==> config.mk <==
export PLATFORM = sky130hd
export DESIGN_NAME = pixel_writer_flat
export DESIGN_NICKNAME = d
export VERILOG_FILES = /design/src/rtl/pixel_writer_if.sv /design/src/rtl/pixel_writer.sv /design/src/flat_wrapper.sv
export SDC_FILE = /design/constraint.sdc
export NUM_CORES = 1
export LEC_CHECK = 0
export ABC_CLOCK_PERIOD_IN_PS = 4100
export BUFFER_PORTS_ARGS = -buffer_cell sky130_fd_sc_hd__buf_2
export CORE_MARGIN = 1.5
export CORE_UTILIZATION = 58
export DETAILED_ROUTE_END_ITERATION = 8
export PLACE_DENSITY = 0.81
export REMOVE_ABC_BUFFERS = 1
export SETUP_SLACK_MARGIN = 0.05
export SYNTH_ARGS = -nofsm -noshare
export SYNTH_HDL_FRONTEND = slang
export SYNTH_SLANG_ARGS = --single-unit
==> constraint.sdc <==
create_clock -name clk -period 4.1 [get_ports clk]
set_clock_uncertainty 0.2 [all_clocks]
set_input_delay 1.025 -clock clk [delete_from_list [all_inputs] [get_ports clk]]
set_output_delay 1.025 -clock clk [all_outputs]
set_load 0.02 [all_outputs]
==> src/rtl/pixel_writer_if.sv <==
// Pixel-in / FIFO-write-out bundle for pixel_writer.
// The master modport is the writer itself; the slave modport is the pixel source plus FIFO side.
interface pixel_writer_if;
    logic        enable;
    logic [7:0]  red;
    logic [7:0]  green;
    logic [7:0]  blue;
    logic        pixel_last;
    logic        pixel_stb;
    logic        pixel_rdy;
    logic [1:0]  write_rdy;
    logic [1:0]  write_act;
    logic [23:0] write_size;
    logic        write_stb;
    logic [23:0] write_data;
    logic        busy;

    modport master (
        input  enable, red, green, blue, pixel_last, pixel_stb, write_rdy, write_size,
        output pixel_rdy, write_act, write_stb, write_data, busy
    );

    modport slave (
        output enable, red, green, blue, pixel_last, pixel_stb, write_rdy, write_size,
        input  pixel_rdy, write_act, write_stb, write_data, busy
    );
endinterface

==> src/rtl/pixel_writer.sv <==
// Packs RGB888 pixels into 24-bit words and fills ping-pong FIFO buffers one at a time,
// releasing each buffer when full, on a last pixel, or after an idle timeout.
module pixel_writer #(
    parameter int unsigned FLUSH_TIMEOUT = 256,
    parameter int unsigned TIMEOUT_WIDTH = 16
) (
    input  logic          clk,
    input  logic          rst_n,
    pixel_writer_if.master bus
);

    typedef enum logic [1:0] {
        IDLE,
        WRITE,
        RELEASE
    } state_t;

    localparam logic [TIMEOUT_WIDTH-1:0] IDLE_LIMIT =
        TIMEOUT_WIDTH'((FLUSH_TIMEOUT == 0) ? 0 : FLUSH_TIMEOUT - 1);
    localparam logic [TIMEOUT_WIDTH-1:0] IDLE_STEP = TIMEOUT_WIDTH'(1);

    state_t                   state;
    logic [23:0]              r_size;
    logic [23:0]              r_count;
    logic [TIMEOUT_WIDTH-1:0] r_idle;
    logic [1:0]               act_q;
    logic                     stb_q;
    logic [23:0]              data_q;

    logic        pixel_rdy;
    logic        accept;
    logic        timeout_hit;
    logic [23:0] count_next;

    // Ready is a pure function of state so it drops the cycle a buffer fills or closes.
    assign pixel_rdy   = (state == WRITE) && (r_count < r_size);
    assign accept      = pixel_rdy && bus.pixel_stb;
    assign count_next  = r_count + 24'd1;
    assign timeout_hit = (FLUSH_TIMEOUT != 0) && (r_count != '0) && (r_idle == IDLE_LIMIT);

    assign bus.pixel_rdy  = pixel_rdy;
    assign bus.write_act  = act_q;
    assign bus.write_stb  = stb_q;
    assign bus.write_data = data_q;
    assign bus.busy       = |act_q;

    // NOTE: every register here updates with <= so all reads in this block see pre-edge values.
    always_ff @(posedge clk or negedge rst_n) begin
        if (!rst_n) begin
            state   <= IDLE;
            r_size  <= '0;
            r_count <= '0;
            r_idle  <= '0;
            act_q   <= '0;
            stb_q   <= 1'b0;
            data_q  <= '0;
        end else begin
            stb_q <= 1'b0;
            case (state)
                IDLE: begin
                    if (bus.enable && (act_q == 2'b00) && (bus.write_rdy != 2'b00)) begin
                        act_q   <= bus.write_rdy[0] ? 2'b01 : 2'b10;
                        r_size  <= bus.write_size;
                        r_count <= '0;
                        r_idle  <= '0;
                        state   <= WRITE;
                    end
                end
                WRITE: begin
                    if (accept) begin
                        stb_q   <= 1'b1;
                        data_q  <= {bus.red, bus.green, bus.blue};
                        r_count <= count_next;
                        r_idle  <= '0;
                        if (bus.pixel_last || (count_next == r_size)) begin
                            state <= RELEASE;
                        end
                    end else if (r_size == '0) begin
                        state <= RELEASE;
                    end else if (timeout_hit) begin
                        state <= RELEASE;
                    end else if (r_count != '0) begin
                        r_idle <= r_idle + IDLE_STEP;
                    end
                end
                RELEASE: begin
                    // Activate is held through this cycle so the final strobe lands on an active channel.
                    act_q <= '0;
                    state <= IDLE;
                end
                default: begin
                    act_q <= '0;
                    state <= IDLE;
                end
            endcase
        end
    end

endmodule

==> src/flat_wrapper.sv <==
// flat-port wrapper written by rule: the top's interface ports become plain ports
module pixel_writer_flat 
#(
    parameter int unsigned FLUSH_TIMEOUT = 256,
    parameter int unsigned TIMEOUT_WIDTH = 16
)
  (clk, rst_n, bus_enable, bus_red, bus_green, bus_blue, bus_pixel_last, bus_pixel_stb, bus_write_rdy, bus_write_size, bus_pixel_rdy, bus_write_act, bus_write_stb, bus_write_data, bus_busy);
  pixel_writer_if bus_i ();
  input  logic clk;
  input  logic rst_n;
  input wire logic [$bits(bus_i.enable)-1:0] bus_enable;
  input wire logic [$bits(bus_i.red)-1:0] bus_red;
  input wire logic [$bits(bus_i.green)-1:0] bus_green;
  input wire logic [$bits(bus_i.blue)-1:0] bus_blue;
  input wire logic [$bits(bus_i.pixel_last)-1:0] bus_pixel_last;
  input wire logic [$bits(bus_i.pixel_stb)-1:0] bus_pixel_stb;
  input wire logic [$bits(bus_i.write_rdy)-1:0] bus_write_rdy;
  input wire logic [$bits(bus_i.write_size)-1:0] bus_write_size;
  output wire logic [$bits(bus_i.pixel_rdy)-1:0] bus_pixel_rdy;
  output wire logic [$bits(bus_i.write_act)-1:0] bus_write_act;
  output wire logic [$bits(bus_i.write_stb)-1:0] bus_write_stb;
  output wire logic [$bits(bus_i.write_data)-1:0] bus_write_data;
  output wire logic [$bits(bus_i.busy)-1:0] bus_busy;
  assign bus_i.enable = bus_enable;
  assign bus_i.red = bus_red;
  assign bus_i.green = bus_green;
  assign bus_i.blue = bus_blue;
  assign bus_i.pixel_last = bus_pixel_last;
  assign bus_i.pixel_stb = bus_pixel_stb;
  assign bus_i.write_rdy = bus_write_rdy;
  assign bus_i.write_size = bus_write_size;
  assign bus_pixel_rdy = bus_i.pixel_rdy;
  assign bus_write_act = bus_i.write_act;
  assign bus_write_stb = bus_i.write_stb;
  assign bus_write_data = bus_i.write_data;
  assign bus_busy = bus_i.busy;
  pixel_writer #(.FLUSH_TIMEOUT(FLUSH_TIMEOUT), .TIMEOUT_WIDTH(TIMEOUT_WIDTH)) u_core (.clk(clk), .rst_n(rst_n), .bus(bus_i));
endmodule
==> results.toml <==
[run_status]
status = "complete, no violations"

[final_layout]
drive_gt1_frac = 0.174
post-route-util = 0.669
fill_cells = 831
nets = 842
areaGrowthSynthToFinish_pct = 11.7
antennaDiodeCount = 0
design_area_um2 = 6540

[route]
dr.pass1.iters = 6
vias = 5531
via_per_inst = 6.16
ant_nets = 0
drtIter0Drc = 536
wl_per_cell_um = 17.8
wirelength_um = 16000
drc_errors = 0

[timing]
fin_crit_sh = 0.958
tightest_slew_ns = 1.06
finalCriticalPeriod_ns = 3.93
fmax_ghz = 0.255
finalHoldViolations = 0
setup_viol = 0
slew_viol_final = 0
rsz0062_at_grt = "no"
slew_headroom = 0.295
tns_ns = 0

[synthesis]
synth_compound_area_frac = 0.178
synthSimpleGateAreaFrac = 0.258
synth_xor_area_frac = 0.0419
synth_area_per_cell_um2 = 8.38
synth_top_family_by_area = "simple AND/OR/NAND/NOR gates"
yosys.area_share.adder = 0.0577
synth_edf_count = 0
synthFlopType = "dfrtp_1"
synth.cell_area_um2 = 5860
synth_seq_cells = 93
ys_warn_count = 0
yosysSeqAreaShare = 0.397
netlist_instances = 699
ys_async_sr_fraction = 1.00
synthMuxAreaShare = 0.00705
ys_types = 69

[hold_path]
whs_endpoint = "u_core.bus.write_data[18]"
hp-class = "reg -> reg"
hold_depth = 2
hp-start = "u_core.bus.write_data[18]"

[setup_path]
worstPathArrival_ns = 2.70
setup.worst_path.class = "reg -> out"
rr_endpoint = "u_core.r_count[12]"
endpoint_kind = "output pin"
cp_data_required_time_ns = 2.87
crit_path_start_kind = "flop"
cp_max_fo = 11
reg2regPathDepth = 9
r2r_slack_ns = 0.56
rr_startpoint = "u_core.r_count[11]"

[pwr]
power_density_nw_per_um2 = 636
ir_drop_mv = 0.362
power.total_uw = 4160
power.leakage_uw = 0.00308

[global_routing]
antenna_found_initial = 0
grt_overflow = 0
grt_pass1_vias = 5068
grt.total_usage = 0.312
grt_pass1_wl_um = 25000
grt_max_degree = 87

[flow_run]
cap_violations = 0

[cts]
cts_sinks = 93
cts_buffer_depth = 2
clkTransAtPathRegs_ns = 0.10
cts_tree = "yes"
htreeDepth = 3
numCtsBuffers = 9
hold_buffers = 0
cts_root_buffer = "clkbuf_8"
clkLatencyLatePin_ns = 0.39

[floorplan]
start_util = 0.599
fp.dieW_um = 103
row_count = 36
pin_count = 84
die_h_um = 103
core_um2 = 9770
die_area_um2 = 10700

[place]
dp_hpwl_um = 11800
place_area_um2 = 6340
port_buffers = 83
gp_congestion = 1.01
-- power by group --
group | leakage [µW] | total, µW | internal (µW) | switching, µW
logic | 0.00178 | 1950 | 720 | 1230
clock network | 0.000103 | 627 | 242 | 385
registers | 0.00119 | 1590 | 1210 | 372
-- layer usage --
layer,vias up,share of wire,global-route usage,wire [µm]
met5,-,0,0,0
li1,2601,-,-,-
met1,2554,0.42,0.419,6730
met2,324,0.43,0.477,6930
met3,52,0.10,0.0672,1660
met4,0,0.041,0.161,658
-- synthesized netlist by cell type, types with 7 or more instances --
library cell,n,area share
a21o_1,11,0.014
a21oi_1,13,0.011
a22o_1,20,0.030
a31oi_1,8,0.0085
buf_2,19,0.016
clkbuf_1,24,0.015
dfrtp_1,93,0.40
ha_1,27,0.058
inv_1,34,0.022
nand2_1,142,0.091
nand3_1,20,0.017
nand4_1,14,0.015
nor2_1,41,0.026
nor2b_1,8,0.0085
nor3_1,15,0.013
nor4_1,23,0.025
o21ai_0,41,0.035
o22ai_1,10,0.011
o31ai_1,7,0.0090
or3_1,8,0.0085
xnor2_1,21,0.031
xor2_1,7,0.010
-- placed cells by master (no fill, tap or decap), types with 20 or more instances in the layout --
master | synthesis | routed
a22o_1 | 20 | 20
buf_2 | 19 | 82
dfrtp_1 | 93 | 90
ha_1 | 27 | 27
inv_1 | 34 | 34
nand2_1 | 142 | 142
nand3_1 | 20 | 20
nor2_1 | 41 | 40
nor4_1 | 23 | 23
o21ai_0 | 41 | 41
xnor2_1 | 21 | 21
-- cells by family (layout without fill, tap and decap cells) --
group           count (synthesis)  count (layout)
compound gates                152             152
xor+xnor                       28              28
fa+ha+maj                      27              27
buf+inv                        83             149
flops                          93              93
mux                             4               4
simple gates                  312             312
-- how the worst max path moves through the flow --
stage,from,endpoint,slack [ns]
final,u_core.r_count[11],bus_pixel_rdy,0.17
after global routing,u_core.r_count[10],bus_pixel_rdy,0.05
after CTS,u_core.r_count[10],bus_pixel_rdy,0.16
after detailed placement,u_core.r_count[10],u_core.r_idle[15],0.58
after global placement,u_core.r_count[10],bus_pixel_rdy,0.62
after floorplan,u_core.r_count[10],u_core.r_idle[15],0.30
-- repair_timing --
action | in CTS | in global routing
setup buffers | 0 | 0
setup endpoints to repair | 0 | 1
gates resized for setup | 0 | 3
-- per-stage QoR --
step	hold WS, ns	cells	setup slack, ns
floorplan	0.303	651	0.301
global placement	0.252	882	0.619
detailed placement	0.260	882	0.578
CTS	0.285	898	0.158
global route	0.312	898	0.0527
finish	0.279	898	0.173
-- area by class of cell --
cell class	instances	area [µm²]	area share
Clock buffer	9	124	0.0189
Clock inverter	7	76.3	0.0117
Inverter	35	131	0.0201
Multi-Input combinational cell	523	3180	0.487
Sequential cell	93	2330	0.356
Tap cell	133	166	0.0254
Timing Repair Buffer	98	531	0.0811
-- worst max-delay path, stage by stage, from the launching register on --
cell,delay [ns]
dfrtp_1,0.51
ha_1,0.36
and3_1,0.16
a221o_1,0.36
a221oi_1,0.28
o21ai_1,0.17
nor3_1,0.26
buf_2,0.21
-- sequential cells by signal, indices dropped and copies added, names as in the netlist --
signal	count
u_core.bus.write_act	2
u_core.r_idle	16
u_core.state	2
u_core.bus.write_stb	1
u_core.r_count	24
u_core.r_size	24
u_core.bus.write_data	24
Note: power is estimated with default switching activity, not from simulation.
